<file path="src/rtl/ula_74181_seq_if.sv">
// ula_74181_seq_if: start/busy/done bus of the sliced 74181 ALU; ovf/neg exist only with ULA_FLAGS_EN.
interface ula_74181_seq_if #(parameter int WIDTH = 8);
    logic             start;
    logic [WIDTH-1:0] a;
    logic [WIDTH-1:0] b;
    logic [3:0]       s;
    logic             m;
    logic             c_in;
    logic             busy;
    logic             done;
    logic [WIDTH-1:0] f;
    logic             c_out;
    logic             a_eq_b;
    logic             zero;
`ifdef ULA_FLAGS_EN
    logic             ovf;
    logic             neg;
`endif
    modport master (
        output start, a, b, s, m, c_in,
        input  busy, done, f, c_out, a_eq_b, zero
`ifdef ULA_FLAGS_EN
        , input ovf, neg
`endif
    );
    modport slave (
        input  start, a, b, s, m, c_in,
        output busy, done, f, c_out, a_eq_b, zero
`ifdef ULA_FLAGS_EN
        , output ovf, neg
`endif
    );
endinterface

</file>
<file path="src/rtl/ula_74181_seq.sv">
// ula_74181_seq: WIDTH-bit ALU running one 74181 slice per clock, carry rippled through a register.
// Optional ovf/neg flag outputs are built when ULA_FLAGS_EN is defined.
module ula_74181_seq #(
    parameter int WIDTH = 8
) (
    input logic            clk,
    input logic            rst,
    ula_74181_seq_if.slave bus
);
    localparam int NSLICE = WIDTH / 4;
    localparam int IW = NSLICE > 1 ? $clog2(NSLICE) : 1;

    typedef enum logic [1:0] {IDLE, CALC, DONE} state_t;

    state_t           state_q, state_d;
    logic [IW-1:0]    idx_q, idx_d;
    logic [WIDTH-1:0] a_q, b_q, f_q, f_d;
    logic [3:0]       s_q;
    logic             m_q;
    logic             cy_q, cy_d, eq_q, eq_d;
    logic             c_out_q, c_out_d, a_eq_b_q, a_eq_b_d, zero_q, zero_d;
    logic             accept, last;
    logic [3:0]       as, bs, lg, x, y;
    logic [4:0]       sum;
`ifdef ULA_FLAGS_EN
    logic             ovf_q, ovf_d, neg_q, neg_d;
    logic [3:0]       sum3;
`endif

    assign accept = bus.start && state_q != CALC;
    assign last   = idx_q == IW'(NSLICE - 1);
    assign as     = a_q[4*idx_q +: 4];
    assign bs     = b_q[4*idx_q +: 4];

    always_ff @(posedge clk) begin
        if (rst) begin
            state_q  <= IDLE;
            idx_q    <= '0;
            cy_q     <= 1'b0;
            eq_q     <= 1'b0;
            a_q      <= '0;
            b_q      <= '0;
            s_q      <= '0;
            m_q      <= 1'b0;
            f_q      <= '0;
            c_out_q  <= 1'b0;
            a_eq_b_q <= 1'b0;
            zero_q   <= 1'b0;
`ifdef ULA_FLAGS_EN
            ovf_q    <= 1'b0;
            neg_q    <= 1'b0;
`endif
        end else begin
            state_q  <= state_d;
            idx_q    <= idx_d;
            cy_q     <= cy_d;
            eq_q     <= eq_d;
            f_q      <= f_d;
            c_out_q  <= c_out_d;
            a_eq_b_q <= a_eq_b_d;
            zero_q   <= zero_d;
`ifdef ULA_FLAGS_EN
            ovf_q    <= ovf_d;
            neg_q    <= neg_d;
`endif
            if (accept) begin
                a_q <= bus.a;
                b_q <= bus.b;
                s_q <= bus.s;
                m_q <= bus.m;
            end
        end
    end

    always_comb begin
        state_d = accept ? CALC : (state_q == CALC ? (last ? DONE : CALC) : IDLE);
    end

    always_comb begin
        lg = 4'h0;
        case (s_q)
            4'h0: lg = ~as;
            4'h1: lg = ~(as | bs);
            4'h2: lg = ~as & bs;
            4'h3: lg = 4'h0;
            4'h4: lg = ~(as & bs);
            4'h5: lg = ~bs;
            4'h6: lg = as ^ bs;
            4'h7: lg = as & ~bs;
            4'h8: lg = ~as | bs;
            4'h9: lg = ~(as ^ bs);
            4'hA: lg = bs;
            4'hB: lg = as & bs;
            4'hC: lg = 4'hF;
            4'hD: lg = as | ~bs;
            4'hE: lg = as | bs;
            default: lg = as;
        endcase
    end

    // "-1" terms use Y = 1111 so the borrow ripples correctly across slices
    always_comb begin
        {x, y} = 8'h00;
        case (s_q)
            4'h0: {x, y} = {as, 4'h0};
            4'h1: {x, y} = {as | bs, 4'h0};
            4'h2: {x, y} = {as | ~bs, 4'h0};
            4'h3: {x, y} = {4'h0, 4'hF};
            4'h4: {x, y} = {as, as & ~bs};
            4'h5: {x, y} = {as | bs, as & ~bs};
            4'h6: {x, y} = {as, ~bs};
            4'h7: {x, y} = {as & ~bs, 4'hF};
            4'h8: {x, y} = {as, as & bs};
            4'h9: {x, y} = {as, bs};
            4'hA: {x, y} = {as | ~bs, as & bs};
            4'hB: {x, y} = {as & bs, 4'hF};
            4'hC: {x, y} = {as, as};
            4'hD: {x, y} = {as | bs, as};
            4'hE: {x, y} = {as | ~bs, as};
            default: {x, y} = {as, 4'hF};
        endcase
        sum = {1'b0, x} + {1'b0, y} + {4'h0, cy_q};
    end

`ifdef ULA_FLAGS_EN
    assign sum3 = {1'b0, x[2:0]} + {1'b0, y[2:0]} + {3'h0, cy_q};
`endif

    always_comb begin
        idx_d    = idx_q;
        cy_d     = cy_q;
        eq_d     = eq_q;
        f_d      = f_q;
        c_out_d  = c_out_q;
        a_eq_b_d = a_eq_b_q;
        zero_d   = zero_q;
`ifdef ULA_FLAGS_EN
        ovf_d    = ovf_q;
        neg_d    = neg_q;
`endif
        if (accept) begin
            idx_d = '0;
            cy_d  = bus.c_in & ~bus.m;
            eq_d  = 1'b1;
            f_d   = '0;
        end else if (state_q == CALC) begin
            f_d[4*idx_q +: 4] = m_q ? lg : sum[3:0];
            cy_d  = m_q ? 1'b0 : sum[4];
            eq_d  = eq_q & (as == bs);
            idx_d = idx_q + 1'b1;
            if (last) begin
                c_out_d  = cy_d;
                a_eq_b_d = eq_d;
                zero_d   = f_d == '0;
`ifdef ULA_FLAGS_EN
                ovf_d    = m_q ? 1'b0 : sum3[3] ^ sum[4];
                neg_d    = f_d[WIDTH-1];
`endif
            end
        end
    end

    assign bus.busy   = state_q == CALC;
    assign bus.done   = state_q == DONE;
    assign bus.f      = f_q;
    assign bus.c_out  = c_out_q;
    assign bus.a_eq_b = a_eq_b_q;
    assign bus.zero   = zero_q;
`ifdef ULA_FLAGS_EN
    assign bus.ovf    = ovf_q;
    assign bus.neg    = neg_q;
`endif
endmodule

</file>
<file path="src/flat_wrapper.sv">
// flat-port wrapper written by rule: the top's interface ports become plain ports
module ula_74181_seq_flat 
#(
    parameter int WIDTH = 8
)
  (clk, rst, bus_start, bus_a, bus_b, bus_s, bus_m, bus_c_in, bus_busy, bus_done, bus_f, bus_c_out, bus_a_eq_b, bus_zero);
  ula_74181_seq_if #(.WIDTH(WIDTH)) bus_i ();
  input logic clk;
  input logic rst;
  input wire logic [$bits(bus_i.start)-1:0] bus_start;
  input wire logic [$bits(bus_i.a)-1:0] bus_a;
  input wire logic [$bits(bus_i.b)-1:0] bus_b;
  input wire logic [$bits(bus_i.s)-1:0] bus_s;
  input wire logic [$bits(bus_i.m)-1:0] bus_m;
  input wire logic [$bits(bus_i.c_in)-1:0] bus_c_in;
  output wire logic [$bits(bus_i.busy)-1:0] bus_busy;
  output wire logic [$bits(bus_i.done)-1:0] bus_done;
  output wire logic [$bits(bus_i.f)-1:0] bus_f;
  output wire logic [$bits(bus_i.c_out)-1:0] bus_c_out;
  output wire logic [$bits(bus_i.a_eq_b)-1:0] bus_a_eq_b;
  output wire logic [$bits(bus_i.zero)-1:0] bus_zero;
  assign bus_i.start = bus_start;
  assign bus_i.a = bus_a;
  assign bus_i.b = bus_b;
  assign bus_i.s = bus_s;
  assign bus_i.m = bus_m;
  assign bus_i.c_in = bus_c_in;
  assign bus_busy = bus_i.busy;
  assign bus_done = bus_i.done;
  assign bus_f = bus_i.f;
  assign bus_c_out = bus_i.c_out;
  assign bus_a_eq_b = bus_i.a_eq_b;
  assign bus_zero = bus_i.zero;
  ula_74181_seq #(.WIDTH(WIDTH)) u_core (.clk(clk), .rst(rst), .bus(bus_i));
endmodule
</file>
<file path="config.mk">
export PLATFORM = sky130hd
export DESIGN_NAME = ula_74181_seq_flat
export DESIGN_NICKNAME = d
export VERILOG_FILES = /design/src/rtl/ula_74181_seq_if.sv /design/src/rtl/ula_74181_seq.sv /design/src/flat_wrapper.sv
export SDC_FILE = /design/constraint.sdc
export NUM_CORES = 1
export LEC_CHECK = 0
export CORE_MARGIN = 8
export CORE_UTILIZATION = 35
export CTS_CLUSTER_DIAMETER = 50
export DETAILED_ROUTE_END_ITERATION = 8
export SETUP_SLACK_MARGIN = 0.3
export SLEW_MARGIN = 30
export SYNTH_ARGS = -nofsm -noshare
export SYNTH_HDL_FRONTEND = slang
export SYNTH_SLANG_ARGS = --single-unit
</file>
<file path="constraint.sdc">
create_clock -name clk -period 4.1 [get_ports clk]
set_input_delay 0.82 -clock clk [delete_from_list [all_inputs] [get_ports clk]]
set_output_delay 0.82 -clock clk [all_outputs]
set_load 0.02 [all_outputs]
</file>
==> metrics, run 1 <==
Mapped Cells 381; clk sinks 37; largest net degree at the start of global routing 30; final hold viol count 0; Setup WS post-layout slightly below 600 ps; initial antenna violation count 0; min cycle time layout between 3000 and 4000 ps; Startpoint Class register; PwrDens approximately 300 mW/mm^2; fin. max-slew vios 0; Clock Skews ~4.6 ps; area delta synth->final 21.4%; total power approximately 1.0 mW; number of post-CTS setup repair buffers 0; VDD IR max 224 uV; commonest cells after routing, fill and taps aside nand2_1 (68), a21oi_1 (45), clkdlybuf4s50_1 (37); Critical Setup Path Class register to register; fill cell count between 800 and 900; library cells used by synthesis 61; Tcrit/Tclk final 0.857; Clock Power Share 0.313; Via density 5.61; Clock Root Buffer clkbuf_8; cts repair resizes 1; number of DRC markers in iteration 0 about 260; Final TNS setup 0 ps; flop2flop setup slack a little under 600 ps; Rows 33; Post-synth EDFFs 0; Setup violations, final 0; GRT Util Overall 0.147; prevailing post-synth register cell dfxtp_1; fraction of registers with async set/reset 0; num ports 38; sw frac 0.316; switching power between 0.3 and 0.4 mW; status complete, no violations; Synth top area share 0.261; Post-Route Utilization 0.429; # diodes 0; Die ar. between 0.01 and 0.015 mm^2; Least-Margin Pin Slew between 700 and 800 ps; Min Hold Slack 459 ps; Critical Path Fanout Max 11; CTS buffer count 5; pre-CTS WS ~310 ps; WL/cell around 16 um; final net count 457; sequential element share of the synthesized area 0.261; register bit count reported by yosys 37; CTS tree done; Core ar. 0.00805 mm^2; maximum clock frequency ~0.28 GHz; Antenna Violating Nets Remaining 0; H-tree depth 2; Mean Syn Cell Area around 7.5 um^2; first-pass GRT wire length approximately 14000 um; Mapped Area ~0.0028 mm^2; Starting Density 0.353; Logic pwr share 0.299; die height around 110 um; CP endpoint kind register; drt first pass iters 5; Synth warnings 0; Yosys top cell by area dfxtp_1; clk buf depth 2; via count between 2000 and 3000; GP Congestion between 0.9 and 1; Req. time, crit path approximately 4300 ps; vias in the first global route 2780; share of cells above drive strength 1 0.0825; Synth Net Count roughly 430; Worst Hold Class register to register; sequential share of power 0.388; CTS Hold Buffers Added 0; relative slew slack 0.498; DRC Markers 0; port bufs 37; CP arrival between 3000 and 4000 ps; total gr overflow 0; DP HPWL between 6000 and 7000 um; Power Internal around 0.71 mW; number of max-cap violations 0; width of the die about 110 um; Leak Pwr around 1.3 nW; top post-synthesis cells by area dfxtp_1 (26%), nand2_1 (9.0%), ha_1 (8.4%); commonest non-fill, non-tap cell in the layout nand2_1; Clock Latency Late Sink roughly 280 ps; Post-Route WL 8200 um; clock slew at reported path FFs around 70 ps; unrepaired setup endpoints after global routing false
[cell usage after synthesis, types with 3 or more instances]
master	number
nand3_1	3
o22ai_1	3
or3_1	4
nor2_1	24
buf_4	3
inv_1	14
a221oi_1	6
nor2b_1	8
nor3_1	9
nor3b_1	3
a211oi_1	4
a21o_1	4
mux2i_1	7
nand2_1	68
ha_1	19
o221ai_1	4
buf_2	8
and2_1	4
dfxtp_1	37
a21oi_1	45
o21ai_0	21
clkbuf_1	15
a22oi_1	6
nand3b_1	6
nand2b_1	11
[state kept, by name, summed over array words and instances, names as in the netlist]
signal and flops:
u_core.s_q 4, u_core.bus.c_out 1, u_core.m_q 1, u_core.eq_q 1
u_core.bus.zero 1, u_core.bus.f 8, u_core.state_q 2, u_core.cy_q 1
u_core.idx_q 1, u_core.a_q 8, u_core.bus.a_eq_b 1, u_core.b_q 8
[final timing paths]
path                                     from               to  depth (start not counted)
worst max-delay path             u_core.idx_q  u_core.bus.zero                         14
worst min-delay path            u_core.a_q[7]    u_core.a_q[7]                          2
worst max register to register   u_core.idx_q  u_core.bus.zero                         14
worst min register to register  u_core.a_q[7]    u_core.a_q[7]                          2
[worst max-delay path: stages (launching register included)]
cell and delay [ps]:
dfxtp_4 440, mux2i_2 290, inv_1 160, ha_1 270, nand3b_1 100, a21oi_1 80
a221oi_1 270, a21oi_1 140, fa_1 460, inv_1 90, fa_1 400, o21a_1 190
a31o_1 190, o2111a_1 120, a31o_1 210
[power by group through the flow]
stage / registers, mW / logic [mW] / clock network [mW]
floorplan: 0.401 / 0.214 / 0
global placement: 0.409 / 0.304 / 0
detailed placement: 0.409 / 0.305 / 0
CTS: 0.401 / 0.306 / 0.334
global route: 0.405 / 0.345 / 0.348
finish: 0.402 / 0.310 / 0.324
[kinds of logic after synthesis]
logic type / after synthesis / share of synthesized area
xor gates and xnor gates: 2 / 0.00617
buffers and inverters: 44 / 0.0682
muxes: 10 / 0.0405
AOI/OAI and AO/OA: 119 / 0.280
adders and majority gates: 21 / 0.0978
DFF: 37 / 0.261
and+or+nand+nor: 148 / 0.247
[area by class of cell]
class / instances / area, um^2 / area share
sequential: 37 / 744 / 0.216
clock buffer: 7 / 86.3 / 0.0250
timing repair buffer: 51 / 475 / 0.138
multi-input combinational: 300 / 1920 / 0.557
tap: 105 / 131 / 0.0381
clock inverter: 1 / 30.0 / 0.00870
inverter: 16 / 60.1 / 0.0174
[layer usage]
layer  global-route usage  share of wire  vias to the layer above
met2                0.230           0.45                      107
met4               0.0663          0.033                        0
met1                0.196           0.46                     1352
met5                    0              0                        -
li1                     -              -                     1415
met3               0.0224          0.053                       27
[per-stage QoR]
| stage | cell area (um^2) | cells |
|---|---|---|
| 2_1_floorplan | 2840 | 381 |
| 3_3_place_gp | 3310 | 509 |
| 3_5_place_dp | 3310 | 509 |
| 4_1_cts | 3430 | 517 |
| 5_1_grt | 3450 | 517 |
| 6_report | 3450 | 517 |
Note: power is estimated with default switching activity, not from simulation.
==> inputs of run 2 (changes only) <==
SLEW_MARGIN = 10   (was 30)
clock period = 3.6 ns   (was 4.1 ns; I/O delays follow)
==> metrics, run 2 (synthesized netlist as in run 1, its figures left out) <==
status complete, no violations; final hold viol count 0; Starting Density 0.353; PwrDens ~310 mW/mm^2; die height 106 um; GRT met3 Usage 0.0175; Cells after DPL 525; Req. time, crit path approximately 3800 ps; width of the die ~110 um; commonest cells after routing, fill and taps aside nand2_1 (68), a21oi_1 (40), clkdlybuf4s50_1 (37); Slowest-stage cell, CP dfxtp_4; CP Cell Sequence mux2i_4 > inv_2 > ha_1 > nand3b_1 > a21oi_2 > a221oi_2 > a21oi_2 > fa_2 > inv_1 > fa_1 > o21a_1 > a31o_1 > o2111a_1 > a31o_1; clk buf depth 2; unrepaired setup endpoints after global routing true; port bufs 37; commonest non-fill, non-tap cell in the layout nand2_1; Rows 33; min cycle time layout approximately 3100 ps; Core ar. 0.00805 mm^2; Setup violations, final 0; H-tree depth 2; Logic pwr share 0.337; final net count around 480; GRT Util Overall 0.153; area of the multi-input gates 0.00199 mm^2; Clock Latency Late Sink approximately 280 ps; initial antenna violation count 0; CP endpoint kind register; CTS tree done; Reg area between 700 and 800 um^2; Startpoint Class register; switching power between 0.3 and 0.4 mW; clk sinks 37; flop2flop setup slack 470 ps; first-pass GRT wire length around 14000 um; via count around 3000; fill cell count approximately 860; Die ar. between 0.01 and 0.015 mm^2; # diodes 0; drt first pass iters 4; fin. max-slew vios 0; maximum clock frequency roughly 0.32 GHz; Critical Path Fanout Max 6; Via density between 5 and 6; DP HPWL approximately 6500 um; clock slew at reported path FFs 80 ps; Clock Power Share 0.267; Leak Pwr 1.36 nW; Clock Skews roughly 5.7 ps; Critical Setup Path Class register to register; share of cells above drive strength 1 0.171; num ports 38; final cell count without fillers between 500 and 600; Largest stage delay, worst path approximately 420 ps; Worst Hold Class register to register; relative slew slack 0.523; number of DRC markers in iteration 0 189; Tcrit/Tclk final 0.870; total gr overflow 0; number of max-cap violations 0; sw frac 0.339; vias in the first global route just under 3000; VDD IR max about 190 uV; Final TNS setup 0 ps; WL/cell 15.7 um; Antenna Violating Nets Remaining 0; CP arrival 3320 ps; GR peak layer met2; Post-Route WL 8490 um; largest net degree at the start of global routing 30; Clock Root Buffer clkbuf_8; sequential share of power 0.396; Least-Margin Pin Slew 708 ps; Power Internal around 0.76 mW; CTS buffer count 5; GP Congestion about 0.88; DRC Markers 0; M1 GR Usage 0.199; area delta synth->final 29.0%; met2 Use GR 0.252
[run 2: final cells by class]
cell class,count,area share
clock inverter,2,0.00375
inverter,16,0.0164
clock buffer,6,0.0225
timing repair buffer,73,0.176
multi-input combinational,300,0.543
sequential,37,0.203
tap,105,0.0358
[run 2: metrics by stage]
| stage | utilization | area (um^2) | total power, mW | hold WS [ps] | worst slack, ps |
|---|---|---|---|---|---|
| after floorplan | - | 2870 | 0.706 | 436 | 334 |
| after global placement | 0.430 | 3460 | 0.832 | 445 | 168 |
| after detailed placement | 0.430 | 3460 | 0.834 | 451 | 129 |
| after CTS | 0.445 | 3580 | 1.15 | 461 | 312 |
| after global routing | 0.455 | 3670 | 1.22 | 489 | 282 |
| final | 0.455 | 3670 | 1.15 | 462 | 467 |
[run 2: worst paths after layout]
check,startpoint,to,depth (start not counted)
setup / recovery,u_core.idx_q,u_core.bus.zero,14
hold reg to reg,u_core.bus.c_out,u_core.bus.c_out,2
hold / removal,u_core.bus.c_out,u_core.bus.c_out,2
setup reg to reg,u_core.idx_q,u_core.bus.zero,14
[run 2: layer usage]
metal / wire length (um) / part of all wire
met5: 0 / 0
met4: 129 / 0.015
met3: 342 / 0.040
met2: 4080 / 0.48
met1: 3940 / 0.46
[run 2: power groups by stage]
stage	registers [mW]	clock network, mW	logic, mW
2_1_floorplan	0.458	0	0.248
3_3_place_gp	0.464	0	0.368
3_5_place_dp	0.464	0	0.370
4_1_cts	0.454	0.318	0.374
5_1_grt	0.460	0.336	0.429
6_report	0.456	0.308	0.389
[run 2: repair_timing]
item,in CTS,in global routing
pin swaps,0,2
setup endpoints to repair,6,7
buffers inserted,3,3
resized for setup,2,19
hold buffers,0,0
[run 2: worst max-delay path: cells and delay by family (launching register included)]
family / cells / cell delay, ps
buffers and inverters: 2 / 170
and+or+nand+nor: 1 / 100
AOI/OAI and AO/OA: 7 / 1080
muxes: 1 / 260
DFF: 1 / 420
adders and majority gates: 3 / 1000
